--- src/rtl/auth_tag_framer.sv ---
// auth_tag_framer: forwards payload beats and appends a keyed 8-bit MAC tag beat per frame.
// Optional AUTH_ERR_CNT_EN adds a saturating err_count of truncated frames.
module auth_tag_framer #(
    parameter int DATA_WIDTH     = 32,
    parameter int KEY_WIDTH      = 256,
    parameter int AUTH_TAG_WIDTH = 8,
    parameter int MAX_BEATS      = 16
) (
    input  logic                      clk,
    input  logic                      resetN,
    input  logic [KEY_WIDTH-1:0]      key_in,
    input  logic [AUTH_TAG_WIDTH-1:0] tag_in,
    input  logic                      msg_valid,
    input  logic [DATA_WIDTH-1:0]     msg_data,
    input  logic                      msg_last,
    output logic                      msg_ready,
    output logic                      out_valid,
    output logic [DATA_WIDTH-1:0]     out_data,
    output logic                      out_last,
    input  logic                      out_ready,
`ifdef AUTH_ERR_CNT_EN
    output logic [7:0]                err_count,
`endif
    output logic                      frame_err
);
    localparam int T = AUTH_TAG_WIDTH;
    localparam int K = KEY_WIDTH / T;
    localparam int IW = MAX_BEATS > 1 ? $clog2(MAX_BEATS) : 1;
    localparam logic [IW-1:0] LAST_IDX = IW'(MAX_BEATS - 1);

    typedef enum logic [1:0] {IDLE, PAYLOAD, TAG} state_t;

    state_t                state, state_next;
    logic [T-1:0]          acc, acc_in, acc_next, fold, tagk_snap;
    logic [KEY_WIDTH-1:0]  key_snap, key_cur;
    logic [IW-1:0]         idx, bidx;
    logic                  slot_free, accept, is_last, trunc, load_tag;
    int                    kbase;

    // Beat 0 sees the live key/tag inputs, which are exactly what gets snapshotted on its edge.
    always_comb begin
        slot_free  = !out_valid || out_ready;
        msg_ready  = (state == IDLE || state == PAYLOAD) && slot_free;
        accept     = msg_valid && msg_ready;
        bidx       = state == IDLE ? '0 : idx;
        acc_in     = state == IDLE ? '0 : acc;
        key_cur    = state == IDLE ? key_in : key_snap;
        is_last    = msg_last || bidx == LAST_IDX;
        trunc      = accept && !msg_last && bidx == LAST_IDX;
        load_tag   = state == TAG && slot_free;
        kbase      = (int'(bidx) % K) * T;
        fold       = '0;
        for (int j = 0; j < DATA_WIDTH / T; j++)
            fold ^= msg_data[j*T +: T];
        acc_next   = {acc_in[T-2:0], acc_in[T-1]} ^ fold ^ key_cur[kbase +: T];
        state_next = state;
        if (accept)
            state_next = is_last ? TAG : PAYLOAD;
        else if (load_tag)
            state_next = IDLE;
    end

    always_ff @(posedge clk or negedge resetN) begin
        if (!resetN) begin
            state     <= IDLE;
            acc       <= '0;
            idx       <= '0;
            key_snap  <= '0;
            tagk_snap <= '0;
            out_valid <= 1'b0;
            out_data  <= '0;
            out_last  <= 1'b0;
            frame_err <= 1'b0;
        end else begin
            state     <= state_next;
            frame_err <= trunc;
            if (accept) begin
                acc       <= acc_next;
                idx       <= is_last ? '0 : bidx + 1'b1;
                out_valid <= 1'b1;
                out_data  <= msg_data;
                out_last  <= 1'b0;
                if (state == IDLE) begin
                    key_snap  <= key_in;
                    tagk_snap <= tag_in;
                end
            end else if (load_tag) begin
                out_valid <= 1'b1;
                out_data  <= DATA_WIDTH'(acc ^ tagk_snap);
                out_last  <= 1'b1;
            end else if (out_ready) begin
                out_valid <= 1'b0;
            end
        end
    end

`ifdef AUTH_ERR_CNT_EN
    always_ff @(posedge clk or negedge resetN) begin
        if (!resetN)
            err_count <= '0;
        else if (trunc && err_count != 8'hFF)
            err_count <= err_count + 8'd1;
    end
`endif
endmodule
--- config.mk ---
export PLATFORM = sky130hd
export DESIGN_NAME = auth_tag_framer
export DESIGN_NICKNAME = d
export VERILOG_FILES = /design/src/rtl/auth_tag_framer.sv
export SDC_FILE = /design/constraint.sdc
export NUM_CORES = 1
export LEC_CHECK = 0
export CELL_PAD_IN_SITES_DETAIL_PLACEMENT = 0
export CELL_PAD_IN_SITES_GLOBAL_PLACEMENT = 1
export CORE_MARGIN = 4
export CORE_UTILIZATION = 35
export CTS_BUF_LIST = sky130_fd_sc_hd__clkbuf_2
export DETAILED_ROUTE_END_ITERATION = 8
export GPL_TIMING_DRIVEN = 0
export PLACE_DENSITY_LB_ADDON = 0.3
export SYNTH_ARGS = -nofsm -noshare
export SYNTH_HDL_FRONTEND = slang
export SYNTH_SLANG_ARGS = --single-unit
--- constraint.sdc ---
create_clock -name clk -period 3 [get_ports clk]
set_clock_uncertainty 0.2 [all_clocks]
set_input_delay 0.3 -clock clk [delete_from_list [all_inputs] [get_ports clk]]
set_output_delay 0.3 -clock clk [all_outputs]
set_load 0.02 [all_outputs]
==> metrics.txt, run 1 <==
sw frac=0.385; GRT overflow=0; r2r setup slk=0.36 ns; die width=167 µm; PortBufs=208; clk sink count=185; sequential area share after synthesis=0.522; fin area=0.0134 mm²; Final period util=0.939; Reg power frac=0.385; GPL Wtd Cong=0.856; dominant synthesized flop cell=dfrtp_1; Num CTS Buffers=17; RSZ-0062 raised after global routing=no; Synth warnings=0; Post-synth ARST share=1.00; H-tree levels=4; Worst EP arrival=2.32 ns; Register-to-Register Path Depth=10; Hold Path Class=input port to flip-flop; endpoint class of the critical path=output pin; relative slew slack=0.421; vias in the first global route=7317; largest cells by area after synthesis=dfrtp_1 (52%), mux2_2 (18%), mux2i_1 (3.3%); number of synthesized flops with an enable pin=0; Min Clock Period, post-route=2.82 ns; total track usage=0.196; Sw Pwr=4.42 mW; critical path's slowest cell=clkdlybuf4s50_1; die area=0.0279 mm²; initial antenna violation count=1; Die Height=167 µm; placed cell areas=0.0114 mm²; Final ANT Viol Nets=0; drt wl/cell=19.2 µm; area delta synth->final=50.8%; IO Pins=337; pre-CTS setup slack=0.270 ns; Vias=7012; VDD IR-drop max=0.416 mV; Worst Path Max Fanout=10; CP required=2.50 ns; post-layout worst setup margin=0.182 ns; Comb pwr share=0.503; Static Leak=5.54 nW; Final Setup Violations=0; detailed placement HPWL=19500 µm; Root Driver=clkbuf_2; Worst setup SP type=flip-flop; CP Capture Point=msg_ready; Starting Density=0.360; clock-pin transition on the worst setup and hold timing paths=0.28 ns; Max clock buf depth=2; DR iter-0 viols=436; final hold violations=0; Cell variety after synth=61; cell type with the largest total area after synthesis=dfrtp_1; share of cells above drive strength 1=0.199; Fillers=2157; Setup crit start=state[1]$_DFFE_PN0P_; residual DRC count=0; Cells after Synth=694; Seq cells post-synth=185; # rows=57; largest net degree at the start of global routing=110; Clock Latency Late Sink=0.79 ns; Via density=4.90; run status=finished, final reports clean; CP Class=flip-flop to output pin; final max-slew violation count=0; pwr dens=858 mW/mm²; commonest cells after routing, fill and taps aside=clkdlybuf4s50_1 (207), dfrtp_1 (185), dlygate4sd3_1 (171), mux2_2 (142), nand2_1 (70); synthesized net count=996; Internal Power=7.06 mW; Max Cap Viol=0; min-delay src=key_in[7]; core footprint=0.0246 mm²; TritonCTS clock tree=done; synthesized area per cell=12.8 µm²; FF-to-FF End=idx[3]$_DFFE_PN0P_; nets=1396; slew of the pin with the lowest slew margin=0.864 ns; router iterations before antenna repair=9; CP max stage delay=0.62 ns; reg2reg start=state[1]$_DFFE_PN0P_; clock share of power=0.112; first-pass GRT wire length=42800 µm; Yosys top cell area share=0.522; max frequency=355 MHz; DRT Wirelength=27500 µm; most common cell after layout, fill and taps aside=clkdlybuf4s50_1; crit path cell chain=buf_6 -> buf_2 -> nor2_1 -> clkdlybuf4s50_1; Synth Cell Area=0.00887 mm²
==> worst max-delay path: cells and delay by family (launching register included) <==
kind	cells	cell delay (ns)
DFF	1	0.44
buffers and inverters	3	0.96
and+or+nand+nor	1	0.16
==> registers in the layout, summed over array words and instances (netlist names) <==
signal and count:
tagk_snap 8, idx 4, acc 8, out_last 1, out_data 32, frame_err 1
key_snap 128, out_valid 1, state 2
==> logic make-up (layout without fill, tap and decap cells) <==
| group | Yosys count | in the layout | synth area share |
|---|---|---|---|
| DFF | 185 | 185 | 0.522 |
| and+or+nand+nor | 147 | 147 | 0.0749 |
| other | 0 | 1 | 0 |
| AOI/OAI and AO/OA | 85 | 85 | 0.0710 |
| buffers and inverters | 51 | 464 | 0.0330 |
| adders and majority gates | 1 | 1 | 0.00141 |
| muxes | 186 | 186 | 0.253 |
| xor gates and xnor gates | 39 | 39 | 0.0447 |
==> routing by layer <==
metal  part of all wire  track usage  vias up
li1                   -            -     3324
met1               0.47        0.279     3471
met2               0.48        0.320      204
met3              0.049       0.0365       13
met4             0.0047       0.0303        0
met5                  0            0        -
==> metrics by stage <==
step | util | total power [mW] | instances | hold slack, ns | setup TNS, ns
after detailed placement | 0.463 | 10.1 | 1227 | 0.137 | 0
after CTS | 0.543 | 11.6 | 1431 | 0.0182 | 0
after floorplan | - | 8.11 | 694 | -0.196 | 0
after global placement | 0.461 | 9.99 | 1226 | 0.266 | -1241.24
after global routing | 0.544 | 12.2 | 1432 | 0.0609 | 0
final | 0.544 | 11.5 | 1432 | 0.102 | 0
==> synthesized netlist by cell type, types with 3 or more instances <==
| library cell | instances |
|---|---|
| mux2i_1 | 29 |
| o21ai_0 | 13 |
| nor3_1 | 4 |
| or3_1 | 5 |
| mux4_1 | 6 |
| inv_1 | 4 |
| nand3_1 | 30 |
| a2111oi_0 | 3 |
| a22o_1 | 3 |
| dfrtp_1 | 185 |
| nor2_1 | 21 |
| xnor2_1 | 29 |
| buf_1 | 5 |
| or4_1 | 3 |
| a22oi_1 | 5 |
| a221o_1 | 8 |
| nor2b_1 | 3 |
| buf_6 | 3 |
| o22a_1 | 3 |
| a31oi_1 | 3 |
| buf_4 | 3 |
| xor2_1 | 6 |
| xnor3_1 | 4 |
| o211ai_1 | 3 |
| buf_2 | 19 |
| o22ai_1 | 18 |
| and2_1 | 3 |
| mux4_2 | 8 |
| mux2_2 | 142 |
| clkbuf_1 | 14 |
| nand2_1 | 70 |
==> timing repair <==
action | CTS | global route
hold endpoints to repair | 357 | 0
setup buffers | 0 | 0
hold buffers | 172 | 0
gates resized for setup | 0 | 0
==> power groups by stage <==
stage	registers [mW]	clock network, mW	logic, mW
finish	4.42	1.28	5.77
global placement	4.46	0	5.53
floorplan	4.55	0	3.56
global route	4.59	1.42	6.21
detailed placement	4.49	0	5.60
CTS	4.41	1.33	5.81
==> layout make-up <==
type                       count  area, µm²  area share
clock inverter                15        159      0.0119
tap                          324        405      0.0303
sequential                   185       4630       0.346
inverter                       4       15.0     0.00112
antenna                        1       2.50    0.000187
buffer                        47        278      0.0208
timing repair buffer         381       3850       0.288
clock buffer                  17       85.1     0.00636
multi-input combinational    458       3950       0.295
==> worst min-delay path by stage <==
stage	to	slack, ns	depth (start not counted)
after floorplan	acc[0]$_DFFE_PN0P_	-0.20	0
after global placement	out_last$_DFFE_PN0P_	0.27	2
after detailed placement	key_snap[100]$_DFFE_PN0P_	0.14	1
after CTS	key_snap[7]$_DFFE_PN0P_	0.02	2
after global routing	key_snap[7]$_DFFE_PN0P_	0.06	2
final	key_snap[7]$_DFFE_PN0P_	0.10	2
Note: power is estimated with default switching activity, not from simulation.
==> run 2, diff against run 1 <==
- CAP_MARGIN: unset -> 5
- CORE_UTILIZATION: 35 -> 34
- CTS_BUF_LIST: sky130_fd_sc_hd__clkbuf_2 -> unset
- clock period: 3 -> 2.8 ns (I/O delays scaled with it)
==> run 2 against run 1 <==
Effect of this change: flip-flop and latch count did not move; sequential share of layout area rose by 3.9 points; via count fell by 8.0%; final cell count fell by 12%; design area fell by 10%; non-clock buffer count fell by 171; worst hold slack improved by 0.12 ns; largest power group unchanged; highest routed layer is now met5.
==> metrics.txt, run 2 (synthesis results as in run 1) <==
clock share of power=0.191 (+0.079); Fillers=2368 (+9.8%); Worst setup SP type=flip-flop; Static Leak=4.98 nW (-10%); Final period util=0.934; drt wl/cell=21.1 µm (+10%); Post-CTS Resized=0 (unchanged); die area=0.0287 mm² (+2.8%); Most flops, register=key_snap; router iterations before antenna repair=4 (-5); r2r setup slk=0.18 ns (-0.18 ns); initial antenna violation count=2 (+1); placed cell areas=0.0114 mm² (about the same); core footprint=0.0254 mm² (+3.2%); Vias=6450 (-8.0%); Reg power frac=0.358 (-0.027); Max Cap Viol=0 (unchanged); detailed placement HPWL=20000 µm (+2.5%); IO Pins=337 (unchanged); final max-slew violation count=0 (unchanged); run status=finished, final reports clean; total track usage=0.187 (-0.00901); Hold Path Class=input port to flip-flop; RSZ-0062 raised after global routing=no; Starting Density=0.349 (-0.0113); Via density=5.09 (+4.0%); pwr dens=1110 mW/mm² (+29%); Worst Path Max Fanout=10 (unchanged); FF-to-FF End=acc[0]$_DFFE_PN0P_; reg2reg start=state[1]$_DFFE_PN0P_; Comb pwr share=0.451 (-0.052); first-pass GRT wire length=40600 µm (-5.2%); dpl cells=1233 (+0.49%); PortBufs=208 (unchanged); Design Power=13.3 mW (+16%); H-tree levels=4 (unchanged); fin area=0.0120 mm² (-10%); Clock Latency Late Sink=0.44 ns (-0.35 ns); DR iter-0 viols=414 (-5.0%); Final Util=0.473 (-0.0705); GPL Wtd Cong=0.824 (-3.7%); postcts setup bufs=0 (unchanged); VDD IR-drop max=0.530 mV (+27%); Final ANT Viol Nets=0 (unchanged); Setup crit start=state[1]$_DFFE_PN0P_; nets=1225 (-12%); Largest register FFs=128 (unchanged); Die Height=169 µm (+1.4%); pre-CTS setup slack=0.0492 ns (-0.221 ns); max frequency=382 MHz; endpoint class of the critical path=flip-flop; final hold violations=0 (unchanged); relative slew slack=0.363 (-0.0575); clock-pin transition on the worst setup and hold timing paths=0.08 ns (-0.20 ns); TritonCTS clock tree=done; antenna cell count=0 (-1); sw frac=0.363 (-0.0219); clk sink count=185 (unchanged); residual DRC count=0 (unchanged); Non-Filler Instances=1266 (-12%); slew of the pin with the lowest slew margin=0.950 ns (+0.0859 ns); biggest regs=key_snap (128), out_data (32); CP Class=flip-flop to flip-flop; Sw Pwr=4.84 mW (+9.6%); CP required=2.97 ns (+0.47 ns); CP Capture Point=acc[0]$_DFFE_PN0P_; Final Setup Violations=0 (unchanged); GRT overflow=0 (unchanged); Max clock buf depth=2 (unchanged); commonest cells after routing, fill and taps aside=clkdlybuf4s50_1 (207), dfrtp_1 (185), mux2_2 (142), nand2_1 (70), nand3_1 (30); post-layout worst setup margin=0.183 ns (+0.00132 ns); largest net degree at the start of global routing=109 (-0.91%); most common cell after layout, fill and taps aside=clkdlybuf4s50_1; die width=169 µm (+1.4%); # rows=58 (+1.8%); Min Clock Period, post-route=2.62 ns; vias in the first global route=6691 (-8.6%); Internal Power=8.50 mW (+20%); DRT Wirelength=26700 µm (-2.7%); share of cells above drive strength 1=0.235 (+0.0363); Worst EP arrival=2.79 ns (+0.47 ns); Register-to-Register Path Depth=6 (-4); Root Driver=clkbuf_16; Num CTS Buffers=17 (unchanged); area delta synth->final=35.5%
run 2: through the flow:
| stage | hold slack (ns) | TNS [ns] |
|---|---|---|
| final | 0.220 | 0 |
| after global routing | 0.227 | 0 |
| after CTS | 0.207 | 0 |
| after detailed placement | 0.124 | 0 |
| after global placement | 0.263 | -1263.83 |
| after floorplan | -0.216 | 0 |
run 2: power by group through the flow:
stage                     Clock [mW]  Combinational [mW]  Sequential, mW
after detailed placement           0                6.04            4.83
after floorplan                    0                3.82            4.87
final                           2.55                6.02            4.77
after global routing            2.69                6.52            4.95
after global placement             0                5.94            4.79
after CTS                       2.59                6.07            4.78
run 2: how the worst min path moves through the flow:
stage / start / slack, ns / end / cells after the start
floorplan: resetN / -0.22 / acc[0]$_DFFE_PN0P_ / 0
global placement: out_last$_DFFE_PN0P_ / 0.26 / out_last$_DFFE_PN0P_ / 2
detailed placement: resetN / 0.12 / out_data[5]$_DFFE_PN0P_ / 1
CTS: msg_data[20] / 0.21 / out_data[20]$_DFFE_PN0P_ / 3
global route: key_in[45] / 0.23 / key_snap[45]$_DFFE_PN0P_ / 2
finish: msg_data[20] / 0.22 / out_data[20]$_DFFE_PN0P_ / 3
run 2: final cells by class:
cell class / instances / area [µm²] / share of cell area
sequential: 185 / 4630 / 0.385
multi-input combinational: 458 / 3950 / 0.328
timing repair buffer: 210 / 2120 / 0.177
clock buffer: 17 / 425 / 0.0354
tap: 330 / 413 / 0.0344
buffer: 47 / 278 / 0.0231
clock inverter: 15 / 184 / 0.0153
inverter: 4 / 15.0 / 0.00125
run 2: per-layer routing:
metal / share of wire / up-vias / global-route usage / wire length (µm)
met2: 0.45 / 214 / 0.292 / 12100
met1: 0.47 / 3221 / 0.262 / 12600
met3: 0.066 / 25 / 0.0478 / 1760
met4: 0.012 / 4 / 0.0431 / 331
li1: - / 2986 / - / -
met5: 0.00079 / - / 0 / 21
run 2: timing repair:
action,CTS,global route
hold buffers,1,0
setup endpoints to repair,0,0
endpoints found under the hold margin,77,0
run 2: worst max-delay path, cell delays in order, from the launching register on:
cell and delay [ns]:
dfrtp_1 0.37, buf_6 0.13, buf_2 0.20, nor3_2 0.80, clkbuf_1 0.56, o211ai_1 0.17, nand3_1 0.11
